`config.mk`:
```
export PLATFORM = sky130hd
export DESIGN_NAME = csr_spmv_row_engine
export DESIGN_NICKNAME = d
export VERILOG_FILES = /design/src/rtl/csr_spmv_row_engine.sv
export SDC_FILE = /design/constraint.sdc
export NUM_CORES = 2
export LEC_CHECK = 0
export BUFFER_PORTS_ARGS = -buffer_cell sky130_fd_sc_hd__buf_4
export CAP_MARGIN = 20
export CORE_MARGIN = 5
export CORE_UTILIZATION = 41
export DETAILED_ROUTE_END_ITERATION = 8
export PLACE_DENSITY = 0.54
export SYNTH_ARGS = -nofsm -noshare
export SYNTH_HDL_FRONTEND = slang
export SYNTH_SLANG_ARGS = --single-unit
```
`constraint.sdc`:
```
create_clock -name clk -period 14.32 [get_ports clk]
set_clock_uncertainty 0.05 [all_clocks]
set_input_delay 2.148 -clock clk [delete_from_list [all_inputs] [get_ports clk]]
set_output_delay 2.148 -clock clk [all_outputs]
set_load 0.05 [all_outputs]
```
`src/rtl/csr_spmv_row_engine.sv`:
```
// csr_spmv_row_engine
// Sequential CSR sparse-matrix x dense-vector engine. For each row in
// [row_first, row_first+row_count) it walks the rowptr/val/col arrays and the
// x vector through synchronous 1-cycle read ports. It accumulates
// val*x[col] with either saturating or wrapping arithmetic and streams one
// result per row on a valid/ready interface.
//
// Read addresses are registered outputs. Each address is placed on its port
// one state ahead of the state that consumes the returned data. The
// next-nonzero address is prefetched while the current product is being
// formed, which keeps every nonzero at three cycles (NZ_RD, X_RD, MAC).
module csr_spmv_row_engine #(
    parameter int DATA_W  = 32,
    parameter int ACC_W   = 64,
    parameter int N_ROWS  = 64,
    parameter int M_COLS  = 64,
    parameter int NNZ_MAX = 1024,
    parameter int SAT     = 1
) (
    input  logic                           clk,
    input  logic                           rst,
    input  logic                           start,
    input  logic [$clog2(N_ROWS)-1:0]      row_first,
    input  logic [$clog2(N_ROWS):0]        row_count,
    output logic                           busy,
    output logic                           done,
    output logic                           err,
    output logic [$clog2(N_ROWS+1)-1:0]    rp_addr,
    input  logic [$clog2(NNZ_MAX+1)-1:0]   rp_data,
    output logic [$clog2(NNZ_MAX)-1:0]     nz_addr,
    input  logic [DATA_W-1:0]              val_data,
    input  logic [$clog2(M_COLS):0]        col_data,
    output logic [$clog2(M_COLS)-1:0]      x_addr,
    input  logic [DATA_W-1:0]              x_data,
    output logic                           y_valid,
    input  logic                           y_ready,
    output logic [$clog2(N_ROWS)-1:0]      y_row,
    output logic [ACC_W-1:0]               y_data
);

    localparam int RW = $clog2(N_ROWS);
    localparam int PW = $clog2(N_ROWS + 1);
    localparam int NW = $clog2(NNZ_MAX + 1);
    localparam int AW = $clog2(NNZ_MAX);
    localparam int XW = $clog2(M_COLS);

    typedef enum logic [3:0] {
        IDLE, RP_LO, RP_HI, ROW_CHK, NZ_RD, X_RD, MAC, OUT, FIN
    } state_t;

    state_t state, state_nxt;

    logic [RW-1:0]              r;
    logic [RW:0]                remaining;
    logic [NW-1:0]              lo, hi, i, i_inc;
    logic signed [DATA_W-1:0]   val_p;
    logic                       zero_p;
    logic signed [ACC_W-1:0]    acc, acc_nxt;
    logic signed [2*DATA_W-1:0] prod;
    logic                       rp_bad, row_empty, last_nz, more_rows, row_wrap, col_bad;

    // Add a product to the accumulator; clamp at the signed limits when SAT is set.
    function automatic logic signed [ACC_W-1:0] acc_add(input logic signed [ACC_W-1:0]    a,
                                                       input logic signed [2*DATA_W-1:0] p);
        logic signed [ACC_W:0] s;
        s = (ACC_W+1)'(a) + (ACC_W+1)'(p);
        if (SAT != 0 && s[ACC_W] != s[ACC_W-1])
            return s[ACC_W] ? {1'b1, {(ACC_W-1){1'b0}}} : {1'b0, {(ACC_W-1){1'b1}}};
        return s[ACC_W-1:0];
    endfunction

    // In ROW_CHK rp_data carries hi; in NZ_RD col_data carries the column index.
    assign rp_bad    = (rp_data < lo) || (int'(rp_data) > NNZ_MAX);
    assign row_empty = (rp_data == lo);
    assign i_inc     = i + NW'(1);
    assign last_nz   = (i_inc == hi);
    assign more_rows = (remaining > (RW+1)'(1));
    assign row_wrap  = (r == RW'(N_ROWS - 1));
    assign col_bad   = (int'(col_data) >= M_COLS);

    // State register.
    always_ff @(posedge clk) begin
        if (!rst) state <= IDLE;
        else      state <= state_nxt;
    end

    // Next-state decode.
    always_comb begin
        state_nxt = state;
        case (state)
            IDLE:    if (start) state_nxt = (row_count == '0) ? FIN : RP_LO;
            RP_LO:   state_nxt = RP_HI;
            RP_HI:   state_nxt = ROW_CHK;
            ROW_CHK: state_nxt = (rp_bad || row_empty) ? OUT : NZ_RD;
            NZ_RD:   state_nxt = X_RD;
            X_RD:    state_nxt = MAC;
            MAC:     state_nxt = last_nz ? OUT : NZ_RD;
            OUT:     if (y_ready) state_nxt = (more_rows && !row_wrap) ? RP_LO : FIN;
            FIN:     state_nxt = IDLE;
            default: state_nxt = IDLE;
        endcase
    end

    // Product of the captured value with x; an out-of-range column contributes zero.
    always_comb begin
        prod = '0;
        if (!zero_p) prod = (2*DATA_W)'(val_p) * (2*DATA_W)'($signed(x_data));
        acc_nxt = acc_add(acc, prod);
    end

    // Control, addresses, accumulator and registered outputs.
    always_ff @(posedge clk) begin
        if (!rst) begin
            busy      <= 1'b0;
            done      <= 1'b0;
            err       <= 1'b0;
            y_valid   <= 1'b0;
            y_row     <= '0;
            y_data    <= '0;
            rp_addr   <= '0;
            nz_addr   <= '0;
            x_addr    <= '0;
            acc       <= '0;
            r         <= '0;
            remaining <= '0;
        end else begin
            busy    <= (state_nxt != IDLE);
            done    <= (state_nxt == FIN);
            y_valid <= (state_nxt == OUT);
            case (state)
                IDLE: if (start) begin
                    r         <= row_first;
                    remaining <= row_count;
                    err       <= 1'b0;
                    rp_addr   <= PW'(row_first);
                end
                RP_LO:   rp_addr <= PW'(r) + PW'(1);
                RP_HI:   nz_addr <= AW'(rp_data);
                ROW_CHK: begin
                    acc <= '0;
                    if (rp_bad) err <= 1'b1;
                    if (rp_bad || row_empty) begin
                        y_row  <= r;
                        y_data <= '0;
                    end
                end
                NZ_RD: begin
                    nz_addr <= AW'(i_inc);
                    if (col_bad) err <= 1'b1;
                    else         x_addr <= XW'(col_data);
                end
                MAC: begin
                    acc <= acc_nxt;
                    if (last_nz) begin
                        y_row  <= r;
                        y_data <= acc_nxt;
                    end
                end
                OUT: if (y_ready) begin
                    remaining <= remaining - (RW+1)'(1);
                    if (more_rows && row_wrap) begin
                        err <= 1'b1;
                    end else if (more_rows) begin
                        r       <= r + RW'(1);
                        rp_addr <= PW'(r) + PW'(1);
                    end
                end
                default: ;
            endcase
        end
    end

    // Row bounds, nonzero index and the captured value/column flag.
    always_ff @(posedge clk) begin
        case (state)
            RP_HI: begin
                lo <= rp_data;
                i  <= rp_data;
            end
            ROW_CHK: hi <= rp_data;
            NZ_RD: begin
                val_p  <= $signed(val_data);
                zero_p <= col_bad;
            end
            MAC:     i <= i_inc;
            default: ;
        endcase
    end

endmodule

```
Yosys cells after proc, flatten, opt, wreduce, memory -nomap -nowiden

Cells that the tools add are included.

Register bits: 244
Latch bits: 0
Bits in writable memories: 0
ROM bits: 0
Input port bits: 99
Output and inout port bits: 97
Logic and storage cells: 111
Memories kept: 0

Add/subtract/negate cells: 5
Multiply operators: 1
Div/mod/pow operators: 0
$lt $le $gt $ge: 4
Equality and inequality tests: 22
Shifts and indexed selects: 0
Muxes and demuxes: 40
Bitwise gates (word level): 1
Reduce and logical (&&, ||, !) cells: 20

Operators with widths:

| cell                                           | count |
|---|---|
| 2-to-1 mux 64 bit                              | 6 |
| case mux 64 bit (2 select lines)               | 2 |
| adder 64 x 64 -> 65 bit                        | 1 |
| multiplier 32 x 32 -> 64 bit                   | 1 |
| 2-to-1 mux 7 bit                               | 6 |
| 2-to-1 mux 6 bit                               | 6 |
| case mux 4 bit (8 select lines)                | 1 |
| case mux 6 bit (2 select lines)                | 2 |
| == test 11 bit                                 | 2 |
| case mux 11 bit (2 select lines)               | 1 |
| case mux 7 bit (3 select lines)                | 1 |
| == test 4 x 3 -> 1 bit (second input constant) | 5 |
| case mux 10 bit (2 select lines)               | 1 |
| inequality test 2 bit (second input constant)  | 9 |
| 2-to-1 mux 4 bit                               | 4 |
| case mux 7 bit (2 select lines)                | 1 |
| adder 11 x 1 -> 11 bit (second input constant) | 1 |
| > comparator 11 bit (second input constant)    | 1 |
| less-than comparator 11 bit                    | 1 |
| AND reduction 5 bit                            | 2 |
| == test 4 x 2 -> 1 bit (second input constant) | 2 |
| nonzero test 2 bit                             | 4 |
| nonzero test 4 bit                             | 2 |
| adder 6 x 1 -> 7 bit (second input constant)   | 1 |
| 21 further kinds                               | 30 |

Depth between registers and ports, before layout

Depth after elaboration: 8
Depth in mapped cells: 42
Mapped depth without buffers: 37

Worst setup path after synthesis

No wires, ideal clock.

Kind: input -> register
Start: in x_data[5]
End: reg acc[36]
Setup time: 117 ps
Data arrival time: 11927 ps
Data required time: 14153 ps
Slack: 2226 ps
Cell stages on the path: 39
Buffers on the path: 4
Path through: clkbuf_1 nand2_1 inv_1 fa_1 fa_1 inv_1 fa_1 inv_1 fa_1 inv_1 fa_1 inv_1 fa_1 fa_1 fa_1 ha_1 clkbuf_1 and3_1 (+3 left out) a21bo_2 a211oi_1 o21ai_0 xnor2_1 nor2_1 ha_1 buf_2 and2_1 a221o_1 nor3_1 o41ai_1 nor3_1 a221oi_1 o211ai_2 xnor2_2 buf_4 nand2b_1 a22o_1

Longest elaborated chain between the ends: 7
Elaborated cells on any way between the ends: 9
Those cells by class: add/sub: 1; mul: 1; eq/ne: 1; mux: 6

Ends and longest elaborated chain:

| element                                                           | RTL line | source |
|---|---|---|
| start: declaration                                                | 34       | `input logic [DATA_W-1:0] x_data,` |
| multiplier 32 x 32 -> 64 bit *                                    | 107      | `if (!zero_p) prod = (2*DATA_W)'(val_p) * (2*DATA_W)'($signed(x_data));` |
| 2-to-1 mux 64 bit *                                               | 107      |  |
| adder 64 x 64 -> 65 bit *                                         | 66       | `s = (ACC_W+1)'(a) + (ACC_W+1)'(p);` |
| 2-to-1 mux 64 bit / inequality test 1 bit (equally long branches) | 68, 67   |  |
| 2-to-1 mux 64 bit / 2-to-1 mux 1 bit (equally long branches)      | 67       | `if (SAT != 0 && s[ACC_W] != s[ACC_W-1])` |
| 2-to-1 mux 64 bit *                                               | 69       | `return s[ACC_W-1:0];` |
| case mux 64 bit (2 select lines) *                                | 130      | `case (state)` |
| end signal: assignment                                            | 153      | `acc <= acc_nxt;` |
| end: declaration                                                  | 58       | `logic signed [ACC_W-1:0] acc, acc_nxt;` |

Every way passes the cells marked *; elsewhere a longest branch is shown, timed or not. The select of a mux whose other input is x is not followed.
A chain may end at the register's enable or synchronous reset.

Worst setup path after layout

Start: in x_data[5]
End: reg acc[21]

Same word-level chain as after synthesis.

==> impl_metrics.csv <==
group,metric,value,unit
logic_synthesis,syn-num-nets,6855,
clock_tree,clk_latency,0.60,ns
timing,clock.fmax,0.0768,GHz
global_route,antenna_found_initial,4,
logic_synthesis,ys.flop_type,"dfxtp_1",
logic_synthesis,ys_types,79,
worst_setup_path,critPathMaxFanout,39,
logic_synthesis,ys_ff_latch,244,
floorplanning,ioPinCount,196,
clock_tree,cts_tree,"done",
worst_setup_path,criticalPathCategory,"in2reg",
global_route,first_global_vias,39700,
cells_and_area,drive_gt1_frac,0.0616,
global_route,grt_max_degree,60,
worst_setup_path,r2r_slack,2.23,ns
timing,tightest_slew,1.07,ns
placement,globalplace.congestion,0.889,
global_route,grt_overflow,0,
logic_synthesis,synth_top_area_frac,0.439,
routing,via_count,36500,
worst_setup_path,crit_path_start,"x_data[5]",
logic_synthesis,synth.avg_cell_area,9.12,um2
logic_synthesis,async_reset_ff_frac,0,
routing,totalWireLength,139000,um
global_route,track_usage,0.224,
logic_synthesis,synth_area_leader_cell,"fa_1",
worst_setup_path,critPathMostFrequentCell,"fa_1",
timing,tns,0,ns
logic_synthesis,synth-edff-count,66,
clock_tree,clockBufferDepth,3,
timing,finalCritPeriodShare,0.909,
worst_setup_path,path_delay_family,"adder cells",
placement,placed_area,0.0521,mm2
cells_and_area,area_growth,7.82,%
timing,rsz0062_at_grt,"no",
floorplanning,die_h,357,um
cells_and_area,utilization,0.444,
outcome,status,"complete, no violations",
floorplanning,rows,127,
routing,drc,0,
min_path,hp-class,"reg2reg",
timing,hold_viol_final,0,
floorplanning,start_util,0.412,
floorplanning,core-area,0.120,mm2
logic_synthesis,ys_warn_count,0,
logic_synthesis,synthCells,5410,
worst_setup_path,critPathRequiredTime,14.78,ns
clock_tree,cts-resized-gates,0,
cells_and_area,finalNetCount,6844,
routing,drtPass1Iterations,5,
run,drv_cap,0,
clock_tree,post-cts-setup-buffers,0,
timing,drv_slew,0,
floorplanning,die_width,357,um
clock_tree,cts_htree_levels,2,
timing,setup_viol,0,
worst_setup_path,cpMaxStageDelayCell,"fa_1",
floorplanning,fp.dieArea,0.127,mm2
clock_tree,cts_sinks,244,
min_path,worstHoldStart,"acc[52]",
worst_setup_path,cp.arrival,13.47,ns
routing,wl_per_cell,19.7,um
clock_tree,holdBufCountCts,0,
worst_setup_path,cp_num_buf_inv,7,
routing,avgViaCountPerCell,5.19,
routing,antenna_left,0,
worst_setup_path,worst_setup_path_end_kind,"register",
worst_setup_path,r2r-start,"val_p[31]",
cells_and_area,n_fill_cell,11900,
global_route,grt_pass1_wl,226000,um
routing,drt_first_iter_violations,2278,
timing,period_needed,13.01,ns
placement,port_buffers,195,
clock_tree,cts.clk_slew.worst_paths,0.06,ns
worst_setup_path,start_kind,"input pin",
worst_setup_path,critical-path-max-stage-delay,0.81,ns
logic_synthesis,ys_seq_area_frac,0.112,
logic_synthesis,syn_area,0.0494,mm2
clock_tree,root_buffer,"clkbuf_16",
logic_synthesis,synth.area.top_cells,"fa_1, inv_1, dfxtp_1, ha_1, and2_1",
clock_tree,cts_buffers,34,
placement,dpl.hpwl,113000,um
cells_and_area,finalInstanceArea,0.0532,mm2
timing,slew_headroom,0.287,
cells in the final DEF, fill, tap and decap left out, types with 17 or more instances in the layout:
master	synthesis	layout
a22o_1	21	21
clkbuf_16	0	34
buf_4	4	243
a21o_1	52	52
nor3_1	36	34
o21ai_1	34	34
ha_1	263	263
a211oi_1	25	25
nand4_1	32	32
o21bai_1	18	18
nand2b_1	39	39
and2_1	494	494
xor2_1	70	70
o21ai_0	122	122
nor2_1	290	288
and3_1	19	19
xnor2_1	77	77
fa_1	1083	1083
dfxtp_1	178	178
nor2b_1	29	29
o211ai_1	17	17
nand3_1	38	38
edfxtp_1	66	66
o2bb2ai_1	52	52
a21oi_1	182	181
o21a_1	19	19
nand2_1	712	711
a31oi_1	19	19
inv_1	977	976
final timing paths:
path | cells past startpoint | end
worst min-delay path | 2 | acc[52]
worst max register to register | 37 | acc[21]
worst max-delay path | 37 | acc[21]
worst min register to register | 2 | acc[52]
metal layers:
layer	routed length, um	vias to the layer above	track usage
li1	-	16500	-
met1	61700	19000	0.309
met2	68000	808	0.382
met3	6430	145	0.0307
met4	2490	0	0.0403
met5	0	-	0
stage by stage:
step	hold slack (ns)	setup WS (ns)	instances
floorplan	0.372	2.23	5410
global placement	0.381	0.924	6975
detailed placement	0.384	0.738	6975
CTS	0.393	1.34	7035
global route	0.417	0.461	7037
finish	0.390	1.31	7038
cells by family after synthesis:
logic type	synth area share
flops	0.112
compound gates	0.0866
mux	0.00309
xor+xnor	0.0264
fa+ha+maj	0.506
simple gates	0.168
buf+inv	0.0971
synthesized netlist by cell type (17+ instances only):
master	n
nand2_1	712
nor2_1	290
inv_1	977
a21oi_1	182
nand4_1	32
nand3_1	38
a21o_1	52
o21bai_1	18
xnor2_1	77
and2_1	494
edfxtp_1	66
o21ai_0	122
fa_1	1083
ha_1	263
clkbuf_1	271
o211ai_1	17
xor2_1	70
o21a_1	19
o2bb2ai_1	52
nand2b_1	39
o21ai_1	34
nor3_1	36
a22o_1	21
nor2b_1	29
and3_1	19
dfxtp_1	178
a31oi_1	19
a211oi_1	25
flip-flops by register name, summed over array words and instances (netlist names):
register	flops
done	1
y_data	64
hi	11
x_addr	6
state	4
y_row	6
lo	11
y_valid	1
val_p	32
rp_addr	7
busy	1
acc	64
i	11
zero_p	1
nz_addr	10
remaining	7
err	1
r	6
worst reg2reg max path: cells and delay by family, from the launching register on:
family          cells  cell delay (ns)
compound gates     11             2.75
xor+xnor            2             0.89
fa+ha+maj          10             5.36
buf+inv             7             1.38
flops               1             0.59
simple gates        7             0.98
final cells by class:
cell class,instances,area (um2),share of cell area
clock buffer,47,940,0.0177
multi-input combinational,3898,39100,0.734
antenna,3,7.51,0.000141
clock inverter,13,140,0.00263
inverter,977,3670,0.0689
sequential,244,5550,0.104
tap,1612,2020,0.0379
timing repair buffer,244,1840,0.0347
Power is not shown: default switching activity piles up to over one toggle a cycle in this logic, so the estimate is an artifact.
